$ cat src/rtl/mem_stream_loader_if.sv
// Byte-stream input and Memory write-port signals shared by the boot loader and its peers.
// The master side is the loader: it consumes the stream and drives the write port.
interface mem_stream_loader_if #(
    parameter int ADDR_WIDTH = 16,
    parameter int DATA_WIDTH = 16
);
    logic [7:0]            in_data;
    logic                  in_valid;
    logic                  in_ready;
    logic [ADDR_WIDTH-1:0] w_addr;
    logic [DATA_WIDTH-1:0] w_data;
    logic                  w_en;

    modport master (
        input  in_data, in_valid,
        output in_ready, w_addr, w_data, w_en
    );

    modport slave (
        output in_data, in_valid,
        input  in_ready, w_addr, w_data, w_en
    );
endinterface

$ cat src/rtl/mem_stream_loader.sv
// Boot loader: parses a framed big-endian byte stream, writes it into Memory and
// releases the CPU from reset only once the image checksum verifies.
module mem_stream_loader #(
    parameter int ADDR_WIDTH = 16,
    parameter int DATA_WIDTH = 16,
    parameter int N_ELEMENTS = 128
) (
    input  logic                 clk,
    input  logic                 rst,
    mem_stream_loader_if.master  bus,
    input  logic                 restart,
    output logic                 cpu_rst,
    output logic                 done,
    output logic                 error
);
    typedef enum logic [3:0] {
        ADDR_HI, ADDR_LO, LEN_HI, LEN_LO,
        DATA_HI, DATA_LO, CSUM_HI, CSUM_LO,
        DONE, ERR
    } state_t;

    localparam logic [ADDR_WIDTH-1:0] ADDR_LIMIT = ADDR_WIDTH'(N_ELEMENTS);
    localparam logic [ADDR_WIDTH-1:0] ONE        = ADDR_WIDTH'(1);

    state_t                state;
    logic [ADDR_WIDTH-1:0] addr;
    logic [ADDR_WIDTH-1:0] cnt;
    logic [15:0]           sum;
    logic [7:0]            hi;
    logic                  range_err;

    logic        take;
    logic [15:0] field;

    assign take  = bus.in_valid && bus.in_ready;
    assign field = {hi, bus.in_data};

    always_ff @(posedge clk or posedge rst) begin
        if (rst) begin
            state        <= ADDR_HI;
            addr         <= '0;
            cnt          <= '0;
            sum          <= '0;
            hi           <= '0;
            range_err    <= 1'b0;
            bus.in_ready <= 1'b1;
            bus.w_addr   <= '0;
            bus.w_data   <= '0;
            bus.w_en     <= 1'b0;
            cpu_rst      <= 1'b1;
            done         <= 1'b0;
            error        <= 1'b0;
        end else begin
            bus.w_en <= 1'b0;
            case (state)
                ADDR_HI, LEN_HI, DATA_HI, CSUM_HI: begin
                    if (take) begin
                        hi    <= bus.in_data;
                        state <= state_t'(state + 4'd1);
                    end
                end
                ADDR_LO: begin
                    if (take) begin
                        addr  <= ADDR_WIDTH'(field);
                        state <= LEN_HI;
                    end
                end
                LEN_LO: begin
                    if (take) begin
                        cnt   <= ADDR_WIDTH'(field);
                        state <= (field != 16'd0) ? DATA_HI : CSUM_HI;
                    end
                end
                DATA_LO: begin
                    if (take) begin
                        // Out-of-range words still feed the checksum so the frame stays aligned.
                        bus.w_data <= DATA_WIDTH'(field);
                        bus.w_addr <= addr;
                        bus.w_en   <= (addr < ADDR_LIMIT);
                        if (addr >= ADDR_LIMIT) range_err <= 1'b1;
                        addr  <= addr + ONE;
                        sum   <= sum + field;
                        cnt   <= cnt - ONE;
                        state <= (cnt == ONE) ? CSUM_HI : DATA_HI;
                    end
                end
                CSUM_LO: begin
                    if (take) begin
                        bus.in_ready <= 1'b0;
                        if (field == sum && !range_err) begin
                            state   <= DONE;
                            done    <= 1'b1;
                            cpu_rst <= 1'b0;
                        end else begin
                            state <= ERR;
                            error <= 1'b1;
                        end
                    end
                end
                DONE, ERR: begin
                    if (restart) begin
                        state        <= ADDR_HI;
                        sum          <= '0;
                        range_err    <= 1'b0;
                        bus.in_ready <= 1'b1;
                        cpu_rst      <= 1'b1;
                        done         <= 1'b0;
                        error        <= 1'b0;
                    end
                end
                default: state <= ADDR_HI;
            endcase
        end
    end
endmodule

$ cat src/flat_wrapper.sv
// flat-port wrapper written by rule: the top's interface ports become plain ports
module mem_stream_loader_flat 
#(
    parameter int ADDR_WIDTH = 16,
    parameter int DATA_WIDTH = 16,
    parameter int N_ELEMENTS = 128
)
  (clk, rst, restart, cpu_rst, done, error, bus_in_data, bus_in_valid, bus_in_ready, bus_w_addr, bus_w_data, bus_w_en);
  mem_stream_loader_if #(.ADDR_WIDTH(ADDR_WIDTH), .DATA_WIDTH(DATA_WIDTH)) bus_i ();
  input  logic clk;
  input  logic rst;
  input  logic restart;
  output logic cpu_rst;
  output logic done;
  output logic error;
  input wire logic [$bits(bus_i.in_data)-1:0] bus_in_data;
  input wire logic [$bits(bus_i.in_valid)-1:0] bus_in_valid;
  output wire logic [$bits(bus_i.in_ready)-1:0] bus_in_ready;
  output wire logic [$bits(bus_i.w_addr)-1:0] bus_w_addr;
  output wire logic [$bits(bus_i.w_data)-1:0] bus_w_data;
  output wire logic [$bits(bus_i.w_en)-1:0] bus_w_en;
  assign bus_i.in_data = bus_in_data;
  assign bus_i.in_valid = bus_in_valid;
  assign bus_in_ready = bus_i.in_ready;
  assign bus_w_addr = bus_i.w_addr;
  assign bus_w_data = bus_i.w_data;
  assign bus_w_en = bus_i.w_en;
  mem_stream_loader #(.ADDR_WIDTH(ADDR_WIDTH), .DATA_WIDTH(DATA_WIDTH), .N_ELEMENTS(N_ELEMENTS)) u_core (.clk(clk), .rst(rst), .bus(bus_i), .restart(restart), .cpu_rst(cpu_rst), .done(done), .error(error));
endmodule
$ cat config.mk
export PLATFORM = sky130hd
export DESIGN_NAME = mem_stream_loader_flat
export DESIGN_NICKNAME = d
export VERILOG_FILES = /design/src/rtl/mem_stream_loader_if.sv /design/src/rtl/mem_stream_loader.sv /design/src/flat_wrapper.sv
export SDC_FILE = /design/constraint.sdc
export NUM_CORES = 1
export LEC_CHECK = 0
export CAP_MARGIN = 15
export CORE_ASPECT_RATIO = 1.5
export CORE_MARGIN = 3
export CORE_UTILIZATION = 54
export DETAILED_ROUTE_END_ITERATION = 10
export HOLD_SLACK_MARGIN = 0.15
export PLACE_DENSITY = 0.83
export SLEW_MARGIN = 20
export SYNTH_ARGS = -nofsm -noshare
export SYNTH_HDL_FRONTEND = slang
export SYNTH_SLANG_ARGS = --single-unit
$ cat constraint.sdc
create_clock -name clk -period 4.54 [get_ports clk]
set_input_delay 1.135 -clock clk [delete_from_list [all_inputs] [get_ports clk]]
set_output_delay 1.135 -clock clk [all_outputs]
set_load 0.05 [all_outputs]
==> results of run 1 <==
## layout by cell type, fill, tap and decap left out, types with 14 or more instances in the layout
cell type / netlist / layout
sky130_fd_sc_hd__nand2_1: 140 / 139
sky130_fd_sc_hd__dfrtp_1: 96 / 96
sky130_fd_sc_hd__nor2_1: 51 / 50
sky130_fd_sc_hd__clkdlybuf4s50_1: 0 / 48
sky130_fd_sc_hd__a21oi_1: 47 / 47
sky130_fd_sc_hd__o21ai_0: 29 / 29
sky130_fd_sc_hd__o21ai_1: 27 / 27
sky130_fd_sc_hd__ha_1: 23 / 23
sky130_fd_sc_hd__inv_1: 16 / 15
sky130_fd_sc_hd__nand3_1: 14 / 14
sky130_fd_sc_hd__a31oi_1: 14 / 14
sky130_fd_sc_hd__nor3_1: 14 / 14
## synthesized netlist by cell type, drive strengths merged, types with 6 or more instances
library cell / count
a21oi: 48
a31oi: 14
buf: 11
clkbuf: 21
dfrtp: 96
ha: 23
inv: 16
mux2: 9
nand2: 140
nand3: 14
nand4: 9
nor2: 51
nor3: 17
nor4: 12
o21ai: 56
o22a: 8
o22ai: 6
xnor2: 6
xor2: 7
## routing by layer
metal / routed length, um / track usage [%]
met3: 940 / 4.835
met5: 0 / 0
met2: 7763 / 48.04
met1: 5516 / 33.21
met4: 785 / 14.77
## state kept, by name (all words and copies together) (netlist names)
register / flops
u_core.state: 4
u_core.bus.in_ready: 1
u_core.bus.w_data: 16
u_core.bus.w_en: 1
u_core.sum: 16
u_core.bus.w_addr: 16
u_core.range_err: 1
u_core.hi: 8
u_core.cpu_rst: 1
u_core.cnt: 16
u_core.addr: 16
u_core.error: 1
u_core.done: 1
## cell families after synthesis
kind of cell,after synthesis,share of synthesized area [%]
XOR/XNOR,13,2.080
adder cells (fa/ha/maj),24,5.624
AND/OR/NAND/NOR,264,21.56
flip-flops,98,44.86
multiplexers,14,2.766
buffers and inverters,49,4.252
AO/OA/AOI/OAI,168,18.86
## per-stage QoR
stage	instance area, um2	cells
2_1_floorplan	5473	630
3_3_place_gp	6011	771
3_5_place_dp	6011	771
4_1_cts	6319	787
5_1_grt	6319	787
6_report	6319	787
## power groups by stage
stage	Sequential, W	Clock [W]	Combinational [W]
floorplan	0.000891	0	0.0000303
global placement	0.000890	0	0.0000596
detailed placement	0.000891	0	0.0000603
CTS	0.000874	0.000805	0.0000608
global route	0.000873	0.000848	0.0000659
finish	0.000874	0.000795	0.0000592
## area by class of cell
| class | instances | area share (%) |
|---|---|---|
| Multi-Input combinational cell | 483 | 44.16 |
| Sequential cell | 98 | 38.85 |
| Timing Repair Buffer | 58 | 8.792 |
| Clock buffer | 9 | 3.564 |
| Tap cell | 115 | 2.277 |
| Clock inverter | 7 | 1.307 |
| Inverter | 17 | 1.050 |
## worst reg2reg max path: cells and delay by family, from the launching register on
family / cells / cell delay, ps
buffers and inverters: 3 / 840
AND/OR/NAND/NOR: 4 / 750
flip-flops: 1 / 410
adder cells (fa/ha/maj): 1 / 340
AO/OA/AOI/OAI: 1 / 200
## path summary, 6_finish.rpt
| path | cells past startpoint | to |
|---|---|---|
| max | 8 | u_core.sum[15] |
| min reg2reg | 2 | u_core.bus.w_addr[11] |
| min | 2 | u_core.bus.w_addr[11] |
| max in group asynchronous | 3 | u_core.bus.in_ready |
| max reg2reg | 9 | u_core.sum[14] |
| min in group asynchronous | 2 | u_core.bus.w_addr[7] |
==> metrics, run 1 <==
result of the run=finished clean; largest vdd supply drop=around 0.25 mV; RSZ-0062 raised after global routing=false; cell types occupying the most area after synthesis=sky130_fd_sc_hd__dfrtp_1, sky130_fd_sc_hd__nand2_1, sky130_fd_sc_hd__ha_1; Final Cycle Share=71.63%; Antenna Cells=0; switch share=22.99%; synthesized area divided by synthesized cell count=8.687 um2; Total Nets Final=703; main flop type after synthesis=sky130_fd_sc_hd__dfrtp_1; height of the chip=129.3 um; clock-pin slew reported for the worst setup and hold paths after clock tree synthesis=70 ps; Sequential Area=2455 um2; slew at the pin closest to its max-slew limit=871.6 ps; Worst Hold Launch=u_core.bus.w_addr[11]; total iterations of the first detailed-routing run=7; number of nets produced by synthesis=666; critical path data required time=4820 ps; fmax=0.3075 GHz; crit start category=input port; Leak=2.936 nW; combinational power share=under 10%; Final Hold Viols=0; number of flops mapped to enable cells by yosys=0; via/cell ratio=6.304; last weighted congestion value of the routability-driven placer=0.9473; Max FO, Critical Path=6; Maximum Capacitance Violations=0; clock latency on the worst-skew pair=350 ps; kind of end point of the critical path=flop; Slew Limit Fails=0; library cell contributing the largest single delay on the critical path=sky130_fd_sc_hd__clkdlybuf4s50_1; number of levels the H-tree was split into=3; final critical path time including I/O delays and setup=3252 ps; most repeated library cell on the critical path=sky130_fd_sc_hd__mux2i_1; total DRC errors in the routed layout=0; detailed router's first-iteration violation count=440; overall routing resource usage=around 28%; number of buffers inserted by port buffering=48; Final Skew=7.913 ps; cts bufs inserted=9; worst hold path type=reg -> reg; Synth top area share=43.90%; # fillers=roughly 820; Power Total=0.001728 W; largest net degree at the start of global routing=51; total wire length after detailed routing=15010 um; fraction of layout cells with a size suffix above 1=7.589%; number of antenna violations at the first check in global routing=0; vias in the first global route=5018; FF+latch count, synth=98; floorplan die area=11400 um2; area of the multi-input gates=2790 um2; FF-to-FF Start=u_core.state[1]; core area=between 9000 and 10000 um2; crit path buf inv count=1; count of buffers added by post-CTS timing repair for setup=0; Util after Layout=64.48%; root buffer cell=sky130_fd_sc_hd__clkbuf_16; number of nets with antenna violations after detailed routing=0; critical path start-end classification=in -> reg; Power Dens Cells=about 270 nW/um2; TritonCTS clock tree=yes; number of clock sinks=~100; number of library cell types mapped by synthesis=62; sequential fraction of the synthesis area=around 45%; cell family with most CP delay=compound AO/OA/AOI/OAI gates; Longest Clk Path Bufs=2; wire length of the first global-routing pass=24760 um; Boundary Pins=49; hold buffer count at cts=0; reg-to-reg slack, setup=approximately 1900 ps; critical path cell sequence=clkdlybuf4s50_1 > ha_1 > o21ai_1 > a211oi_1 > a21oi_1 > o21ai_0 > mux2i_1 > mux2i_1; area of the mapped netlist=5473 um2; Max stage delay on crit path=600 ps; residual overflow from global routing=0; clock share of power=46.0%; Worst EP arrival=3530 ps; total number of vias=4961; standard-cell row count=44; Initial Utilization=55.85%; post-synthesis cell count=630; register share of total power=50.6%; Hold Slack=474.6 ps; CP Launch Point=bus_in_data[5]; number of gates given a new drive strength after cts=0; overall die width=88.20 um; Final Worst Setup Slack=around 1300 ps; Synth async-reset ratio=100.0%; Detail Placement HPWL=10760 um; internal cell power=0.001330 W; setup violation total in the final timing report=0; DP Worst Slack=948.8 ps; Psw=0.0003972 W; relative area change from synthesis to final layout=15.45%; average wire length per cell after detail routing=19.07 um; total of warnings raised by yosys=0; Post-Route Setup TNS=0 ps; library cell occupying the most area in the post-synthesis netlist=sky130_fd_sc_hd__dfrtp_1; Slew HR=41.58%
Note: power is estimated with default switching activity, not from simulation.
==> run 2: changes to the inputs <==
Settings changed: CORE_UTILIZATION 54 to 52, PLACE_DENSITY 0.83 to 0.84.
Clock period 4.54 ns to 2.9 ns, I/O delays scaled along.
==> metrics, run 2 (synthesis gave the netlist of run 1 again) <==
total DRC errors in the routed layout=0 (unchanged); Leak=3.039 nW (was 2.936 nW); critical path start-end classification=in -> reg (unchanged); cts bufs inserted=9 (unchanged); Power Dens Cells=428.0 nW/um2 (was 273.4 nW/um2); number of antenna violations at the first check in global routing=0 (unchanged); Power Total=0.002802 W (was 0.001728 W); vias in the first global route=4919 (was 5018); Detail Placement HPWL=10420 um (was 10760 um); GR Layer Usage met2=45.27% (was 48.04%); clock latency on the worst-skew pair=350 ps (about the same); root buffer cell=sky130_fd_sc_hd__clkbuf_16 (unchanged); residual overflow from global routing=0 (unchanged); kind of end point of the critical path=flop (unchanged); core area=10190 um2 (was 9799 um2); overall die width=89.77 um (was 88.20 um); final critical path time including I/O delays and setup=2596 ps; hold buffer count at cts=0 (unchanged); count of buffers added by post-CTS timing repair for setup=0 (unchanged); total number of vias=5045 (was 4961); Util after Layout=64.22% (was 64.48%); number of nets with antenna violations after detailed routing=0 (unchanged); number of buffers inserted by port buffering=48 (unchanged); clock-pin slew reported for the worst setup and hold paths after clock tree synthesis=70 ps (about the same); fmax=around 0.39 GHz; Longest Clk Path Bufs=2 (unchanged); crit path buf inv count=1 (unchanged); most used routing layer=met2 (unchanged); most frequent cells in the layout=sky130_fd_sc_hd__nand2_1, sky130_fd_sc_hd__dfrtp_1, sky130_fd_sc_hd__nor2_1 (unchanged); fraction of met3 tracks used by global routing=3.666% (was 4.835%); Maximum Capacitance Violations=0 (unchanged); RSZ-0062 raised after global routing=false (unchanged); worst hold path type=reg -> reg (unchanged); total wire length after detailed routing=14570 um (was 15010 um); Max FO, Critical Path=5 (was 6); Final Skew=8.678 ps (was 7.913 ps); Boundary Pins=49 (unchanged); last weighted congestion value of the routability-driven placer=0.9519 (was 0.9473); total iterations of the first detailed-routing run=6 (was 7); Initial Utilization=53.70% (was 55.85%); largest net degree at the start of global routing=99 (was 51); Final Cycle Share=89.51%; crit start category=input port (unchanged); floorplan die area=11820 um2 (was 11400 um2); Slew HR=54.51% (was 41.58%); TritonCTS clock tree=yes (unchanged); detailed router's first-iteration violation count=393 (was 440); Slew Limit Fails=0 (unchanged); critical path data required time=3170 ps (was 4820 ps); Max stage delay on crit path=500 ps (was 600 ps); global routing usage on met1=27.56% (was 33.21%); result of the run=finished clean (unchanged); Antenna Cells=0 (unchanged); critical path cell sequence=clkdlybuf4s50_1 > ha_1 > o211ai_1 > o211ai_1 > a21oi_1 > o21ai_0 > mux2i_1 > mux2i_1 (was clkdlybuf4s50_1 > ha_1 > o21ai_1 > a211oi_1 > a21oi_1 > o21ai_0 > mux2i_1 > mux2i_1); slew at the pin closest to its max-slew limit=680.7 ps (was 871.6 ps); largest vdd supply drop=0.3157 mV (was 0.2462 mV); relative area change from synthesis to final layout=19.59% (was 15.45%); Final Hold Viols=0 (unchanged); Worst EP arrival=2870 ps (was 3530 ps); via/cell ratio=6.064 (was 6.304); average wire length per cell after detail routing=17.51 um (was 19.07 um); standard-cell row count=45 (was 44); cell family with most CP delay=compound AO/OA/AOI/OAI gates (unchanged); height of the chip=131.6 um (was 129.3 um); number of levels the H-tree was split into=3 (unchanged); overall routing resource usage=25.05% (was 28.08%); non-filler cells, final=832 (was 787); number of gates given a new drive strength after cts=0 (unchanged); Post-Route Setup TNS=0 ps (unchanged); Total Nets Final=722 (was 703); fraction of layout cells with a size suffix above 1=10.13% (was 7.589%); wire length of the first global-routing pass=24010 um (was 24760 um); number of clock sinks=98 (unchanged); leading cell type in the layout, fill and taps excluded=sky130_fd_sc_hd__nand2_1 (unchanged); library cell contributing the largest single delay on the critical path=sky130_fd_sc_hd__clkdlybuf4s50_1 (unchanged); setup violation total in the final timing report=0 (unchanged); DP Cell Count=816 (was 771)
[run 2: cell types whose count changed in the layout (fill, tap and decap cells not counted), sizes merged]
| cell | before | now |
|---|---|---|
| inv | 20 | 18 |
| buf | 10 | 29 |
| clkbuf | 9 | 10 |
| clkinvlp | 1 | 2 |
| clkinv | 2 | 1 |
| bufinv | 1 | 2 |
[run 2: layout make-up]
type / instances / area, um2
fill: 857 / 3646
multi-input combinational: 483 / 2790
sequential: 98 / 2455
clock inverter: 6 / 93.84
timing repair buffer: 77 / 723.2
clock buffer: 10 / 239.0
inverter: 17 / 67.56
tap: 141 / 176.4
[run 2: where the power goes]
group          leakage [nW]  switching (W)  internal (W)
clock                 0.160       0.000539      0.000789
sequential             1.36     0.00000105       0.00137
combinational          1.52      0.0000655     0.0000405
[run 2: final timing paths]
path,startpoint,to,slack (ps),cells past startpoint
worst max-delay path,bus_in_data[2],u_core.sum[15],300,8
worst min-delay path,u_core.bus.w_addr[9],u_core.bus.w_addr[9],470,2
worst max register to register,u_core.hi[2],u_core.sum[15],530,7
worst min register to register,u_core.bus.w_addr[9],u_core.bus.w_addr[9],470,2
max in group asynchronous,rst,u_core.sum[2],1620,3
min in group asynchronous,rst,u_core.bus.w_addr[7],880,3
[run 2: layer usage]
metal	part of all wire, %	up-vias
met5	0	-
met4	5.8	0
met3	4.9	68
met2	53	207
met1	37	2426
li1	-	2344
[run 2: worst min-delay path: stages (launching register included)]
cell and delay (ps):
sky130_fd_sc_hd__dfrtp_1 340, sky130_fd_sc_hd__nand2_1 50, sky130_fd_sc_hd__nand2_1 50
[run 2: through the flow]
stage               instance area (um2)  hold WS [ps]  setup slack (ps)
floorplan                          5477         449.6             631.4
global placement                   6212         456.5             47.88
detailed placement                 6212         461.4            -38.84
CTS                                6545         478.7             331.5
global route                       6545         512.3             173.8
finish                             6545         471.0             304.3
==> run 3: changes to the inputs <==
Settings changed: HOLD_SLACK_MARGIN 0.15 to 0.06.
==> results of run 3 <==
No change in the layout: final DEF, timing and power equal those of run 2.
